===== config.mk =====
export PLATFORM = sky130hd
export DESIGN_NAME = clk_meas
export DESIGN_NICKNAME = d
export VERILOG_FILES = /design/src/rtl/clk_meas_pkg.sv /design/src/rtl/sync_edge_det.sv /design/src/rtl/clk_meas.sv
export SDC_FILE = /design/constraint.sdc
export NUM_CORES = 1
export LEC_CHECK = 0
export BUFFER_PORTS_ARGS = -buffer_cell sky130_fd_sc_hd__buf_4
export CAP_MARGIN = 5
export CORE_MARGIN = 2
export CORE_UTILIZATION = 55
export DETAILED_ROUTE_END_ITERATION = 7
export PLACE_DENSITY = 0.82
export SYNTH_ARGS = -nofsm -noshare
export SYNTH_HDL_FRONTEND = slang
export SYNTH_HIERARCHICAL = 1
export SYNTH_SLANG_ARGS = --single-unit
export TNS_END_PERCENT = 20

===== constraint.sdc =====
create_clock -name clk -period 2.6 [get_ports clk]
set_input_delay 0.52 -clock clk [delete_from_list [all_inputs] [get_ports clk]]
set_output_delay 0.52 -clock clk [all_outputs]
set_load 0.02 [all_outputs]

===== src/rtl/clk_meas_pkg.sv =====
// Shared types and defaults for the clock/waveform monitor.
package clk_meas_pkg;

    localparam int unsigned CNT_W_DEFAULT   = 16;
    localparam int unsigned SYNC_STAGES_MIN = 2;

    typedef enum logic [2:0] {
        IDLE,
        WAIT_RISE,
        HIGH,
        LOW,
        DONE
    } meas_state_t;

endpackage


===== src/rtl/sync_edge_det.sv =====
// Multi-flop synchronizer for an asynchronous input followed by a registered-delay
// rise/fall detector on the synchronized level.
module sync_edge_det
    import clk_meas_pkg::*;
#(
    parameter int unsigned STAGES = 2
) (
    input  logic clk,
    input  logic rst,
    input  logic din,
    output logic rise,
    output logic fall
);

    // Fewer than two stages gives no metastability margin, so clamp.
    localparam int unsigned N = (STAGES < SYNC_STAGES_MIN) ? SYNC_STAGES_MIN : STAGES;

    logic [N-1:0] chain;
    logic         sig_s;
    logic         sig_d;

    always_ff @(posedge clk) begin
        if (rst) begin
            chain <= '0;
            sig_d <= 1'b0;
        end else begin
            chain <= {chain[N-2:0], din};
            sig_d <= sig_s;
        end
    end

    assign sig_s = chain[N-1];
    assign rise  = sig_s & ~sig_d;
    assign fall  = ~sig_s & sig_d;

endmodule


===== src/rtl/clk_meas.sv =====
// Measures phase-from-start, high time, low time and period of an asynchronous clock,
// all in system clock cycles, and reports them with a one-cycle valid strobe.
module clk_meas
    import clk_meas_pkg::*;
#(
    parameter int unsigned CNT_W       = CNT_W_DEFAULT,
    parameter int unsigned SYNC_STAGES = 2
) (
    input  logic             clk,
    input  logic             rst,
    input  logic             sig_in,
    input  logic             start,
    output logic             busy,
    output logic             meas_valid,
    output logic             ovf,
    output logic [CNT_W-1:0] phase_cnt,
    output logic [CNT_W-1:0] high_cnt,
    output logic [CNT_W-1:0] low_cnt,
    output logic [CNT_W:0]   period_cnt
);

    localparam logic [CNT_W-1:0] CNT_ONE = CNT_W'(1);

    meas_state_t      state;
    logic [CNT_W-1:0] cnt;
    logic [CNT_W-1:0] phase_cap;
    logic [CNT_W-1:0] high_cap;
    logic             rise;
    logic             fall;
    logic             cnt_max;

    sync_edge_det #(
        .STAGES (SYNC_STAGES)
    ) u_sync (
        .clk  (clk),
        .rst  (rst),
        .din  (sig_in),
        .rise (rise),
        .fall (fall)
    );

    assign cnt_max = &cnt;

    // Intermediate captures stay internal so the published results only change at DONE.
    always_ff @(posedge clk) begin
        if (rst) begin
            state      <= IDLE;
            cnt        <= '0;
            phase_cap  <= '0;
            high_cap   <= '0;
            busy       <= 1'b0;
            meas_valid <= 1'b0;
            ovf        <= 1'b0;
            phase_cnt  <= '0;
            high_cnt   <= '0;
            low_cnt    <= '0;
            period_cnt <= '0;
        end else begin
            meas_valid <= 1'b0;
            unique case (state)
                IDLE: begin
                    if (start) begin
                        state <= WAIT_RISE;
                        cnt   <= '0;
                        busy  <= 1'b1;
                    end
                end
                WAIT_RISE: begin
                    if (rise) begin
                        phase_cap <= cnt;
                        cnt       <= CNT_ONE;
                        state     <= HIGH;
                    end else if (cnt_max) begin
                        phase_cnt  <= '0;
                        high_cnt   <= '0;
                        low_cnt    <= '0;
                        period_cnt <= '0;
                        ovf        <= 1'b1;
                        busy       <= 1'b0;
                        meas_valid <= 1'b1;
                        state      <= DONE;
                    end else begin
                        cnt <= cnt + 1'b1;
                    end
                end
                HIGH: begin
                    if (fall) begin
                        high_cap <= cnt;
                        cnt      <= CNT_ONE;
                        state    <= LOW;
                    end else if (cnt_max) begin
                        phase_cnt  <= phase_cap;
                        high_cnt   <= '0;
                        low_cnt    <= '0;
                        period_cnt <= '0;
                        ovf        <= 1'b1;
                        busy       <= 1'b0;
                        meas_valid <= 1'b1;
                        state      <= DONE;
                    end else begin
                        cnt <= cnt + 1'b1;
                    end
                end
                LOW: begin
                    if (rise) begin
                        phase_cnt  <= phase_cap;
                        high_cnt   <= high_cap;
                        low_cnt    <= cnt;
                        period_cnt <= {1'b0, high_cap} + {1'b0, cnt};
                        ovf        <= 1'b0;
                        busy       <= 1'b0;
                        meas_valid <= 1'b1;
                        state      <= DONE;
                    end else if (cnt_max) begin
                        phase_cnt  <= phase_cap;
                        high_cnt   <= high_cap;
                        low_cnt    <= '0;
                        period_cnt <= '0;
                        ovf        <= 1'b1;
                        busy       <= 1'b0;
                        meas_valid <= 1'b1;
                        state      <= DONE;
                    end else begin
                        cnt <= cnt + 1'b1;
                    end
                end
                DONE: begin
                    state <= IDLE;
                end
                default: begin
                    state <= IDLE;
                end
            endcase
        end
    end

endmodule


==> flow_metrics.py <==
metrics = {
    "final_layout": {
        "seqCellArea_um2": 2440,
        "final_nets": 706,
        "area_delta_synth_final_pct": 25.4,
        "fill_cells": 704,
        "final_util": 0.713,
        "final_common_cell": "dfxtp_1",
        "diodes": 0,
        "mostFrequentLayoutCells": "122 x dfxtp_1, 120 x nand2_1, 102 x buf_4",
        "drive_above_1_share": 0.218,
        "multi_input_area_um2": 2620,
        "layout.cells.non_filler": 826,
    },
    "clock_tree": {
        "tritoncts": "done",
        "hold_buffers": 0,
        "clk_latency_ns": 0.53,
        "clock-root-buffer": "clkbuf_8",
        "path_clk_slew_ns": 0.06,
        "htreeDepth": 4,
        "clkSinkCount": 122,
        "cts_buffer_depth": 2,
        "cts_buffers": 17,
    },
    "floorplanning": {
        "boundaryPins": 72,
        "die_h_um": 102,
        "dieWidth_um": 102,
        "initial_core_util": 0.569,
        "core_area_um2": 9240,
        "die-area_um2": 10400,
        "rows": 35,
    },
    "worst_setup_path": {
        "criticalPathCategory": "flip-flop to flip-flop",
        "worstSetupEndpoint": "period_cnt[16]$_SDFFE_PP0P_",
        "cp_max_fo": 3,
        "reg2reg_depth": 8,
        "critPathLaunch": "high_cap[0]$_SDFFE_PP0P_",
        "reg2reg_slack_ns": 0.12,
        "required_ns": 3.01,
        "crit_path_start_kind": "flip-flop",
        "arrival_ns": 2.89,
        "end_kind": "flip-flop",
        "timing.rr.end": "period_cnt[16]$_SDFFE_PP0P_",
        "rr_startpoint": "high_cap[0]$_SDFFE_PP0P_",
    },
    "logic_synthesis": {
        "netlist_area_um2": 5260,
        "yosysWarnings": 6,
        "async_flop_share": 0,
        "yosys.area.top_type_share": 0.465,
        "ys_seq_elements": 122,
        "synth-seq-area-share": 0.465,
        "synthTopCellsByArea": "dfxtp_1 46%, nand2_1 8.6%, a21oi_1 5.4%",
        "yosys.cell_types.count": 63,
        "syn_nets": 624,
        "synth_cells": 602,
        "ys.flop_type": "dfxtp_1",
        "synth_top_area_cell": "dfxtp_1",
        "synth-edff-count": 0,
        "syn_avg_cell_area_um2": 8.73,
    },
    "sta": {
        "hold_viol": 0,
        "period_share": 0.953,
        "setup_ws_ns": 0.121,
        "relSlewSlack": 0.289,
        "rsz0062_at_grt": "no",
        "clock_skew_ns": 0.00786,
        "fmax_mhz": 403,
        "finalSetupTns_ns": 0,
        "setup_viol": 0,
        "worst_pin_slew_ns": 1.06,
        "maxSlewViolCount": 0,
        "period_needed_ns": 2.48,
    },
    "placed_design": {
        "place_ws_ns": 0.0182,
        "placed_cells": 790,
        "portBuffers": 71,
        "hpwl_um": 9450,
        "place.gp.congestion": 0.911,
    },
    "outcome": {
        "status": "finished, final reports clean",
    },
    "detailed_routing": {
        "routedWlPerCell_um": 17.4,
        "ant_nets": 0,
        "drtPass1Iterations": 5,
        "vias": 4867,
        "vias_per_cell": 5.89,
        "drt_iter0_drc": 328,
        "routed_wl_um": 14400,
        "drc_errors": 0,
    },
    "grt": {
        "antenna_found_initial": 0,
        "grt_overflow": 0,
        "grt_pass1_wl_um": 23000,
        "grt_usage": 0.287,
        "grt_max_degree": 47,
        "grt_pass1_vias": 4619,
    },
    "min_path": {
        "min-delay-path-class": "input port to flip-flop",
    },
    "power_and_ir_drop": {
        "ir_worst_vdd_mv": 0.473,
        "p_leak_uw": 0.00265,
        "power.density_nw_per_um2": 643,
    },
    "flow_run": {
        "drv_cap": 0,
    },
}
-- where the power goes --
part	internal [uW]	switching, uW
clock network	1310	915
logic	41.2	85.0
registers	1880	8.13
-- registers in the layout, summed over array words and instances, names as in the netlist --
signal / flops
phase_cap: 16
low_cnt: 16
cnt: 16
state: 3
high_cnt: 16
ovf: 1
u_sync/sig_d: 1
meas_valid: 1
high_cap: 16
period_cnt: 17
u_sync/chain: 2
phase_cnt: 16
busy: 1
-- layer usage --
| metal | share of wire | track usage | wire length, um |
|---|---|---|---|
| met1 | 0.42 | 0.370 | 6100 |
| met2 | 0.48 | 0.460 | 6920 |
| met3 | 0.071 | 0.0690 | 1020 |
| met4 | 0.025 | 0.121 | 364 |
| met5 | 0 | 0 | 0 |
-- how the worst min path moves through the flow --
stage / end / depth (start not counted) / slack (ns) / startpoint
after global placement: u_sync/chain[1]$_SDFF_PP0_ / 1 / 0.42 / u_sync/chain[0]$_SDFF_PP0_
after detailed placement: u_sync/chain[1]$_SDFF_PP0_ / 1 / 0.44 / u_sync/chain[0]$_SDFF_PP0_
final: u_sync/chain[0]$_SDFF_PP0_ / 2 / 0.20 / sig_in
after global routing: u_sync/chain[0]$_SDFF_PP0_ / 2 / 0.22 / sig_in
after CTS: u_sync/chain[0]$_SDFF_PP0_ / 2 / 0.20 / sig_in
after floorplan: u_sync/chain[1]$_SDFF_PP0_ / 1 / 0.41 / u_sync/chain[0]$_SDFF_PP0_
-- cell usage after synthesis (6+ instances only) --
| master | count |
|---|---|
| buf_2 | 12 |
| nand2_1 | 120 |
| a21oi_1 | 57 |
| nor2_1 | 23 |
| inv_1 | 6 |
| xnor2_1 | 9 |
| o21ai_0 | 36 |
| a22o_1 | 26 |
| ha_1 | 17 |
| nor3_1 | 9 |
| nor2b_1 | 8 |
| xor2_1 | 11 |
| and3_1 | 7 |
| nand4_1 | 6 |
| a21o_1 | 6 |
| clkbuf_1 | 19 |
| nand3_1 | 32 |
| dfxtp_1 | 122 |
-- cell type report --
type | count | share of cell area
Multi-Input combinational cell | 434 | 0.397
Inverter | 6 | 0.00342
Tap cell | 129 | 0.0245
Sequential cell | 122 | 0.370
Clock buffer | 18 | 0.0649
Timing Repair Buffer | 103 | 0.119
Clock inverter | 14 | 0.0209
-- what timing repair did --
action	4_1_cts	5_1_grt
setup endpoints to repair	1	23
buffers inserted	0	4
pin swaps	0	1
gates resized for setup	1	5
-- worst max-delay path: stages (launching register included) --
cell and delay (ns):
dfxtp_1 0.33, ha_1 0.23, fa_1 0.43, a211o_1 0.34, a21boi_2 0.19, nor4_1 0.09, or3_1 0.38, a221oi_2 0.25
o21ai_0 0.11
-- cell families after synthesis --
group	after synthesis	synth area share
AO/OA/AOI/OAI	165	0.207
XOR/XNOR	20	0.0333
adder cells (fa/ha/maj)	18	0.0443
buffers and inverters	46	0.0436
flip-flops	122	0.465
multiplexers	1	0.00190
AND/OR/NAND/NOR	230	0.206
-- through the flow --
stage / hold WS (ns) / power (uW) / area, um^2
after global routing: 0.216 / 4340 / 6590
after global placement: 0.424 / 2040 / 5960
after detailed placement: 0.435 / 2040 / 5960
after CTS: 0.199 / 4230 / 6530
final: 0.200 / 4240 / 6590
after floorplan: 0.414 / 2000 / 5260
No activity file was read; power rests on OpenSTA's default activity.
